==> src/rtl/maf_inv_if.sv <==
// maf_inv_if: sample-stream bundle for the inverse moving-sum filter.
//   in_valid  - qualifies sum_in (no backpressure)
//   sum_in    - 8-bit moving sum s[k]
//   out_valid - one-cycle pulse, dout holds a recovered sample
//   dout      - 5-bit recovered sample x[k]
//   err       - sticky fault flag
// master drives sums and observes results; slave is the filter side.
interface maf_inv_if;
  logic       in_valid;
  logic [7:0] sum_in;
  logic       out_valid;
  logic [4:0] dout;
  logic       err;

  modport master (output in_valid, output sum_in, input out_valid, input dout, input err);
  modport slave  (input in_valid, input sum_in, output out_valid, output dout, output err);
endinterface

==> src/rtl/maf_inv.sv <==
// maf_inv: reconstructs 5-bit samples from a stream of 6-tap moving sums
// using x[k] = s[k] - s[k-1] + x[k-6].
//   clk   - rising-edge clock
//   reset - asynchronous active-low clear of all state
//   clr   - synchronous restart to PRIME, wins over in_valid
//   bus   - maf_inv_if.slave: in_valid/sum_in in, out_valid/dout/err out
// A sum that would give a sample outside 0..31, or a sum above 6*31, latches
// FAULT; only reset or clr leave it.
module maf_inv (
  input  logic       clk,
  input  logic       reset,
  input  logic       clr,
  maf_inv_if.slave   bus
);

  typedef enum logic [1:0] {
    PRIME = 2'd0,
    RUN   = 2'd1,
    FAULT = 2'd2
  } state_t;

  localparam logic [7:0] SUM_MAX  = 8'd186;
  localparam logic [2:0] CNT_FULL = 3'd6;

  state_t      state_r, state_s;
  logic [7:0]  s_prev_r, s_prev_s;
  logic [4:0]  hist_r [6];
  logic [4:0]  hist_s [6];
  logic [2:0]  cnt_r, cnt_s;
  logic        out_valid_r, out_valid_s;
  logic [4:0]  dout_r, dout_s;
  logic        err_r, err_s;

  logic signed [9:0] d_s;
  logic              legal_s;

  // Candidate sample; widened to 10-bit signed so the range check sees the
  // true value before truncation to 5 bits.
  always_comb begin
    d_s     = $signed({2'b00, bus.sum_in}) - $signed({2'b00, s_prev_r})
            + $signed({5'b00000, hist_r[5]});
    legal_s = (d_s >= 10'sd0) && (d_s <= 10'sd31) && (bus.sum_in <= SUM_MAX);
  end

  // Next-state and output decode; every target holds unless updated below.
  always_comb begin
    state_s     = state_r;
    s_prev_s    = s_prev_r;
    hist_s      = hist_r;
    cnt_s       = cnt_r;
    out_valid_s = 1'b0;
    dout_s      = dout_r;
    err_s       = err_r;
    if (clr) begin
      state_s  = PRIME;
      s_prev_s = 8'd0;
      for (int i = 0; i < 6; i++) hist_s[i] = 5'd0;
      cnt_s    = 3'd0;
      dout_s   = 5'd0;
      err_s    = 1'b0;
    end else begin
      case (state_r)
        PRIME, RUN: begin
          if (bus.in_valid) begin
            if (legal_s) begin
              out_valid_s = 1'b1;
              dout_s      = d_s[4:0];
              s_prev_s    = bus.sum_in;
              for (int i = 5; i > 0; i--) hist_s[i] = hist_r[i-1];
              hist_s[0]   = d_s[4:0];
              if (cnt_r != CNT_FULL) begin
                cnt_s = cnt_r + 3'd1;
              end else begin
                cnt_s = cnt_r;
              end
              // Sixth legal sample fills the history window.
              if ((state_r == PRIME) && (cnt_r == 3'd5)) begin
                state_s = RUN;
              end else begin
                state_s = state_r;
              end
            end else begin
              err_s   = 1'b1;
              state_s = FAULT;
            end
          end else begin
            state_s = state_r;
          end
        end
        FAULT: begin
          err_s = 1'b1;
        end
        default: begin
          // Unreachable encoding: fail safe into FAULT.
          err_s   = 1'b1;
          state_s = FAULT;
        end
      endcase
    end
  end

  // State and registered outputs, asynchronously cleared by reset.
  always_ff @(posedge clk or negedge reset) begin
    if (!reset) begin
      state_r     <= PRIME;
      s_prev_r    <= 8'd0;
      for (int i = 0; i < 6; i++) hist_r[i] <= 5'd0;
      cnt_r       <= 3'd0;
      out_valid_r <= 1'b0;
      dout_r      <= 5'd0;
      err_r       <= 1'b0;
    end else begin
      state_r     <= state_s;
      s_prev_r    <= s_prev_s;
      for (int i = 0; i < 6; i++) hist_r[i] <= hist_s[i];
      cnt_r       <= cnt_s;
      out_valid_r <= out_valid_s;
      dout_r      <= dout_s;
      err_r       <= err_s;
    end
  end

  assign bus.out_valid = out_valid_r;
  assign bus.dout      = dout_r;
  assign bus.err       = err_r;

endmodule
==> src/flat_wrapper.sv <==
// flat-port wrapper written by rule: the top's interface ports become plain ports
module maf_inv_flat 
  (clk, reset, clr, bus_in_valid, bus_sum_in, bus_out_valid, bus_dout, bus_err);
  maf_inv_if bus_i ();
  input  logic clk;
  input  logic reset;
  input  logic clr;
  input wire logic [$bits(bus_i.in_valid)-1:0] bus_in_valid;
  input wire logic [$bits(bus_i.sum_in)-1:0] bus_sum_in;
  output wire logic [$bits(bus_i.out_valid)-1:0] bus_out_valid;
  output wire logic [$bits(bus_i.dout)-1:0] bus_dout;
  output wire logic [$bits(bus_i.err)-1:0] bus_err;
  assign bus_i.in_valid = bus_in_valid;
  assign bus_i.sum_in = bus_sum_in;
  assign bus_out_valid = bus_i.out_valid;
  assign bus_dout = bus_i.dout;
  assign bus_err = bus_i.err;
  maf_inv u_core (.clk(clk), .reset(reset), .clr(clr), .bus(bus_i));
endmodule
==> config.mk <==
export PLATFORM = sky130hd
export DESIGN_NAME = maf_inv_flat
export DESIGN_NICKNAME = d
export VERILOG_FILES = /design/src/rtl/maf_inv_if.sv /design/src/rtl/maf_inv.sv /design/src/flat_wrapper.sv
export SDC_FILE = /design/constraint.sdc
export NUM_CORES = 1
export LEC_CHECK = 0
export CAP_MARGIN = 20
export CORE_MARGIN = 2
export CORE_UTILIZATION = 63
export CTS_CLUSTER_SIZE = 40
export DETAILED_ROUTE_END_ITERATION = 7
export PLACE_DENSITY = 0.85
export REMOVE_ABC_BUFFERS = 1
export SLEW_MARGIN = 20
export SYNTH_ARGS = -nofsm -noshare
export SYNTH_HDL_FRONTEND = slang
export SYNTH_SLANG_ARGS = --single-unit
==> constraint.sdc <==
create_clock -name clk -period 7.61 [get_ports clk]
set_input_delay 1.522 -clock clk [delete_from_list [all_inputs] [get_ports clk]]
set_output_delay 1.522 -clock clk [all_outputs]
set_load 0.1 [all_outputs]
* Word level (Yosys, flattened, before mapping)
Index checks and enable logic that the tools add are counted.
** Storage, ports and cells
- Register bits :: 50
- Bits of input ports :: 12
- Output and inout port bits :: 7
- Word-level logic and storage cells :: 69
** Operators by class
- $add $sub $neg :: 3
- Magnitude comparators :: 3
- Equality and inequality tests :: 8
- Multiplexer cells :: 30
- Reductions and logical operators :: 13
** Operators with widths (number)
- $mux 30 :: 4
- $mux 8 :: 4
- $mux 5 :: 4
- $mux 3 :: 5
- $add 10x6->10 :: 1
- $ge 10x1->1 const B :: 1
- $le 10x6->1 const B :: 1
- $ne 3x3->1 const B :: 3
- $sub 8x8->9 :: 1
- $le 8x8->1 const B :: 1
- $mux 1 :: 8
- $mux 2 :: 4
- $reduce_bool 2->1 :: 4
- $reduce_and 3->1 :: 2
- $ne 4x4->1 const B :: 1
- $pmux 2 s2 :: 1
- $reduce_and 4->1 :: 1
- $add 3x1->3 const B :: 1
- $eq 3x3->1 const B :: 1
- $logic_and 1x1->1 :: 3
- $eq 2x1->1 const B :: 1
- $eq 2x2->1 const B :: 1
- $logic_not 2->1 :: 1
- $ne 2x2->1 const B :: 1
- other kinds (2) :: 2

* Logic depth before layout (Yosys ltp)
- Depth after elaboration :: 9
- Mapped depth :: 16
- Depth with buffers taken out :: 14

* Worst setup path before layout
OpenSTA, ideal clock, no wires.
- Kind :: input port to flip-flop
- Start point :: input port bus_sum_in[0]
- End point :: register u_core.dout_r[0] (netlist: u_core.bus.dout[0])
- Setup time :: 0.079 ns
- Arrival :: 4.376 ns
- Data required time :: 7.531 ns
- Setup slack :: 3.154 ns
- Stages :: 14
- Buffers on the path :: 2
- Cell sequence :: inv_1 -> ha_1 -> fa_1 -> inv_1 -> fa_1 -> a21o_1 -> a21o_1 -> a21o_1 -> a221o_1 -> mux2i_2 -> and3_1 -> buf_6 -> buf_6 -> mux2i_1
** On the way
- Longest elaborated chain between the ends :: 7
- Elaborated cells on any way between the ends :: 13
- Those cells by class :: add/sub (2); order compare (3); mux (4); reduce/logical (4)
** RTL lines
- start: declaration :: line flat_wrapper.sv:9 : input wire logic [$bits(bus_i.sum_in)-1:0] bus_sum_in;
- $sub 8x8->9 :: line maf_inv.sv:40 : d_s = $signed({2'b00, bus.sum_in}) - $signed({2'b00, s_prev_r})
- $add 10x6->10 :: line maf_inv.sv:41 : + $signed({5'b00000, hist_r[5]});
- $ge 10x1->1 / $le 10x6->1 (equally long branches) :: line maf_inv.sv:42 : legal_s = (d_s >= 10'sd0) && (d_s <= 10'sd31) && (bus.sum_in <= SUM_MAX);
- $logic_and 1x1->1 (2 in series) :: line maf_inv.sv:42
- $reduce_bool 2->1 (no line)
- $reduce_and 3->1 (no line)
- end signal: assignment :: line maf_inv.sv:118 : dout_r <= dout_s;
- end: declaration :: line maf_inv.sv:31 : logic [4:0] dout_r, dout_s;
Several ways; a longest one is shown, not always the timed one. The select of a mux whose other input is x is not followed.
A chain may end at the register's enable or synchronous reset.

* Final worst setup path
- Start point :: input port bus_sum_in[0]
- End point :: register u_core.hist_r[15] (netlist name)
** On the way
- Longest elaborated chain between the ends :: 7
- Elaborated cells on any way between the ends :: 9
- Those cells by class :: add/sub (2); order compare (3); reduce/logical (4)
** RTL lines
- $sub 8x8->9 :: line maf_inv.sv:40
- $add 10x6->10 :: line maf_inv.sv:41
- $ge 10x1->1 / $le 10x6->1 (equally long branches) :: line maf_inv.sv:42
- $logic_and 1x1->1 :: line maf_inv.sv:42
- $logic_and 1x1->1 (*) :: line maf_inv.sv:42
- $reduce_bool 2->1 (no line) (*)
- $reduce_and 3->1 (no line) (*)
- end: declaration :: line maf_inv.sv:27 : logic [4:0] hist_r [6];
Mark *: on every way between the ends. The rest lies on a longest branch, timed or not.

==> results.json <==
{
  "clockBufferDepth": 2,
  "wirelength_mm": 4.51,
  "core_area_mm2": 0.00397,
  "clkTransAtPathRegs_ps": 80,
  "path_max_fanout": 18,
  "antenna_found_initial": 0,
  "drtIter0Drc": 113,
  "setup_tns_ps": 0,
  "grt_pass1_vias": 1696,
  "fin_worst_skew_ps": 5.52,
  "setup_viol": 0,
  "leakage_nw": 1.28,
  "yosys.cell_count.top_type": "dfrtp_1",
  "ys_async_sr_fraction_pct": 100,
  "route.antenna.remaining_nets": 0,
  "status": "completed",
  "ys_top_cells_by_count": "41 x dfrtp_1, 40 x nand2b_1, 31 x mux2i_1, 14 x ha_1, 14 x inv_1",
  "final_cell_area_mm2": 0.00282,
  "worstSkewPairLatency_ps": 300,
  "post_cts_resized": 0,
  "syn_area_mm2": 0.00259,
  "pwr-share-seq_pct": 50.8,
  "period_share_pct": 74.5,
  "p_per_area_mw_per_mm2": 154,
  "whs_path_depth": 2,
  "cts_hold_buf": 0,
  "cts_tree": "done",
  "yosys_register_bits": 41,
  "worstMarginPinSlew_ps": 984,
  "numCtsBuffers": 5,
  "power_frac_clock_pct": 32.7,
  "antennaDiodeCount": 0,
  "groute.usage.overall_pct": 22.8,
  "grt_setup_unrepaired": "no",
  "hold_class": "reg2reg",
  "rows": 23,
  "synth_edf_count": 0,
  "synth_ff_type": "dfrtp_1",
  "fin_util_pct": 70.9,
  "switchingPower_mw": 0.123,
  "synth_area_per_cell_um2": 10.5,
  "worstSetupPathType": "in2reg",
  "yosys_warnings": 0,
  "die_area_mm2": 0.00464,
  "clock_sinks": 41,
  "io_buffer_count": 18,
  "grt_max_degree": 55,
  "via_per_inst": 5.75,
  "synthTopCellsByArea": "dfrtp_1 40%, mux2i_1 12%, nand2b_1 9.7%",
  "area_growth_pct": 8.70,
  "swShare_pct": 28.3,
  "h-tree-depth": 2,
  "seq_area_frac_synth_pct": 39.6,
  "cp-start-kind": "input port",
  "cts_setup_buffers": 0,
  "hold_violations": 0,
  "drc_errors": 0,
  "ios": 19,
  "grt_pass1_wl_mm": 7.77,
  "vdd_drop_max_mv": 0.126,
  "cp-end-kind": "flop",
  "dieHeight_um": 68.1,
  "internal-power_mw": 0.311,
  "root_buffer": "clkbuf_8",
  "gp_congestion": 0.779,
  "p_comb_share_pct": 16.5,
  "initial_core_util_pct": 65.2,
  "wl_per_cell_um": 14.7,
  "fin_crit_ps": 5670,
  "synth_cells": 246,
  "cp.required_ps": 7840,
  "synth_top_area_cell": "dfrtp_1",
  "maxSlewViolCount": 0,
  "nNetsFinal": 283,
  "ys_types": 40,
  "drt_pass1_iterations": 4,
  "r2r_cells": 12,
  "die_w_um": 68.1,
  "overflow": 0,
  "relSlewSlack_pct": 34.2,
  "dr_total_vias": 1761,
  "worstPathArrival_ps": 5900,
  "dp_hpwl_mm": 3.18,
  "yosysTopAreaCellShare_pct": 39.6,
  "place_area_mm2": 0.00273,
  "drive_above_1_share_pct": 8.98,
  "max_freq_mhz": 176,
  "cap_violations": 0
}
==> registers in the layout, indices dropped and copies added (netlist names) <==
signal / count
u_core.hist_r: 26
u_core.bus.dout: 4
u_core.s_prev_r: 8
u_core.bus.err: 1
u_core.bus.out_valid: 1
u_core.state_r: 1
==> worst max-delay path: stages <==
cell	delay [ps]
clkdlybuf4s50_1	500
inv_1	80
ha_1	220
fa_1	490
inv_1	70
fa_1	430
a21o_1	190
a21o_1	190
a21o_1	200
a221o_1	300
mux2i_2	470
and3_1	610
buf_4	400
mux2i_1	220
==> layout by cell type, fill, tap and decap left out, drive strengths merged, types with 3 or more instances in the layout <==
master,Yosys,final
a211oi,6,6
a21o,6,6
a21oi,9,9
buf,10,3
clkbuf,8,5
clkdlybuf4s50,0,17
dfrtp,41,41
ha,14,14
inv,14,14
mux2i,32,32
nand2,3,3
nand2b,40,40
nand3,4,4
nand4,8,8
nor2,8,8
nor2b,6,6
o21ai,4,4
o31ai,7,7
xnor2,4,4
==> power by group through the flow <==
stage / Sequential, mW / Combinational (mW) / Clock [mW]
after global placement: 0.225 / 0.0700 / 0
after CTS: 0.220 / 0.0715 / 0.145
after global routing: 0.221 / 0.0787 / 0.153
after detailed placement: 0.225 / 0.0713 / 0
after floorplan: 0.231 / 0.0401 / 0
final: 0.220 / 0.0715 / 0.142
==> layer usage <==
metal  part of all wire (%)  vias to the layer above  global-route usage [%]
met4                    1.9                        0                    8.75
met3                    3.4                        9                    5.59
met1                     47                      853                    30.0
met5                      0                        -                       0
met2                     48                       29                    36.4
li1                       -                      870                       -
==> area by class of cell <==
type / instances / area, µm²
Fill cell: 309 / 1160
Sequential cell: 41 / 1030
Clock inverter: 3 / 17.5
Inverter: 14 / 52.6
Tap cell: 50 / 62.6
Clock buffer: 5 / 68.8
Multi-Input combinational cell: 173 / 1400
Timing Repair Buffer: 20 / 190
==> path summary, 6_finish.rpt <==
kind,from,endpoint,slack [ps]
worst max-delay path,bus_sum_in[0],u_core.hist_r[15],1940
worst min-delay path,u_core.bus.err,u_core.bus.err,520
worst max register to register,u_core.s_prev_r[0],u_core.hist_r[15],3330
worst min register to register,u_core.bus.err,u_core.bus.err,520
max in group asynchronous,reset,u_core.hist_r[19],5710
min in group asynchronous,reset,u_core.hist_r[15],1340
==> stage by stage <==
stage	setup slack, ps	hold WS, ps	power [mW]	std cells
after floorplan	2310	507	0.271	228
after global placement	1750	507	0.295	298
after detailed placement	1610	517	0.296	298
after CTS	1920	530	0.437	306
after global routing	1700	566	0.452	306
final	1940	523	0.434	306
==> kinds of logic (layout without fill, tap and decap cells) <==
family | after synthesis | in the layout | share of synthesized area, %
simple gates | 78 | 78 | 17.9
fa+ha+maj | 16 | 16 | 8.31
flops | 41 | 41 | 39.6
mux | 32 | 32 | 12.5
compound gates | 42 | 42 | 13.6
buf+inv | 32 | 42 | 6.42
xor+xnor | 5 | 5 | 1.69
Note: power is estimated with default switching activity, not from simulation.
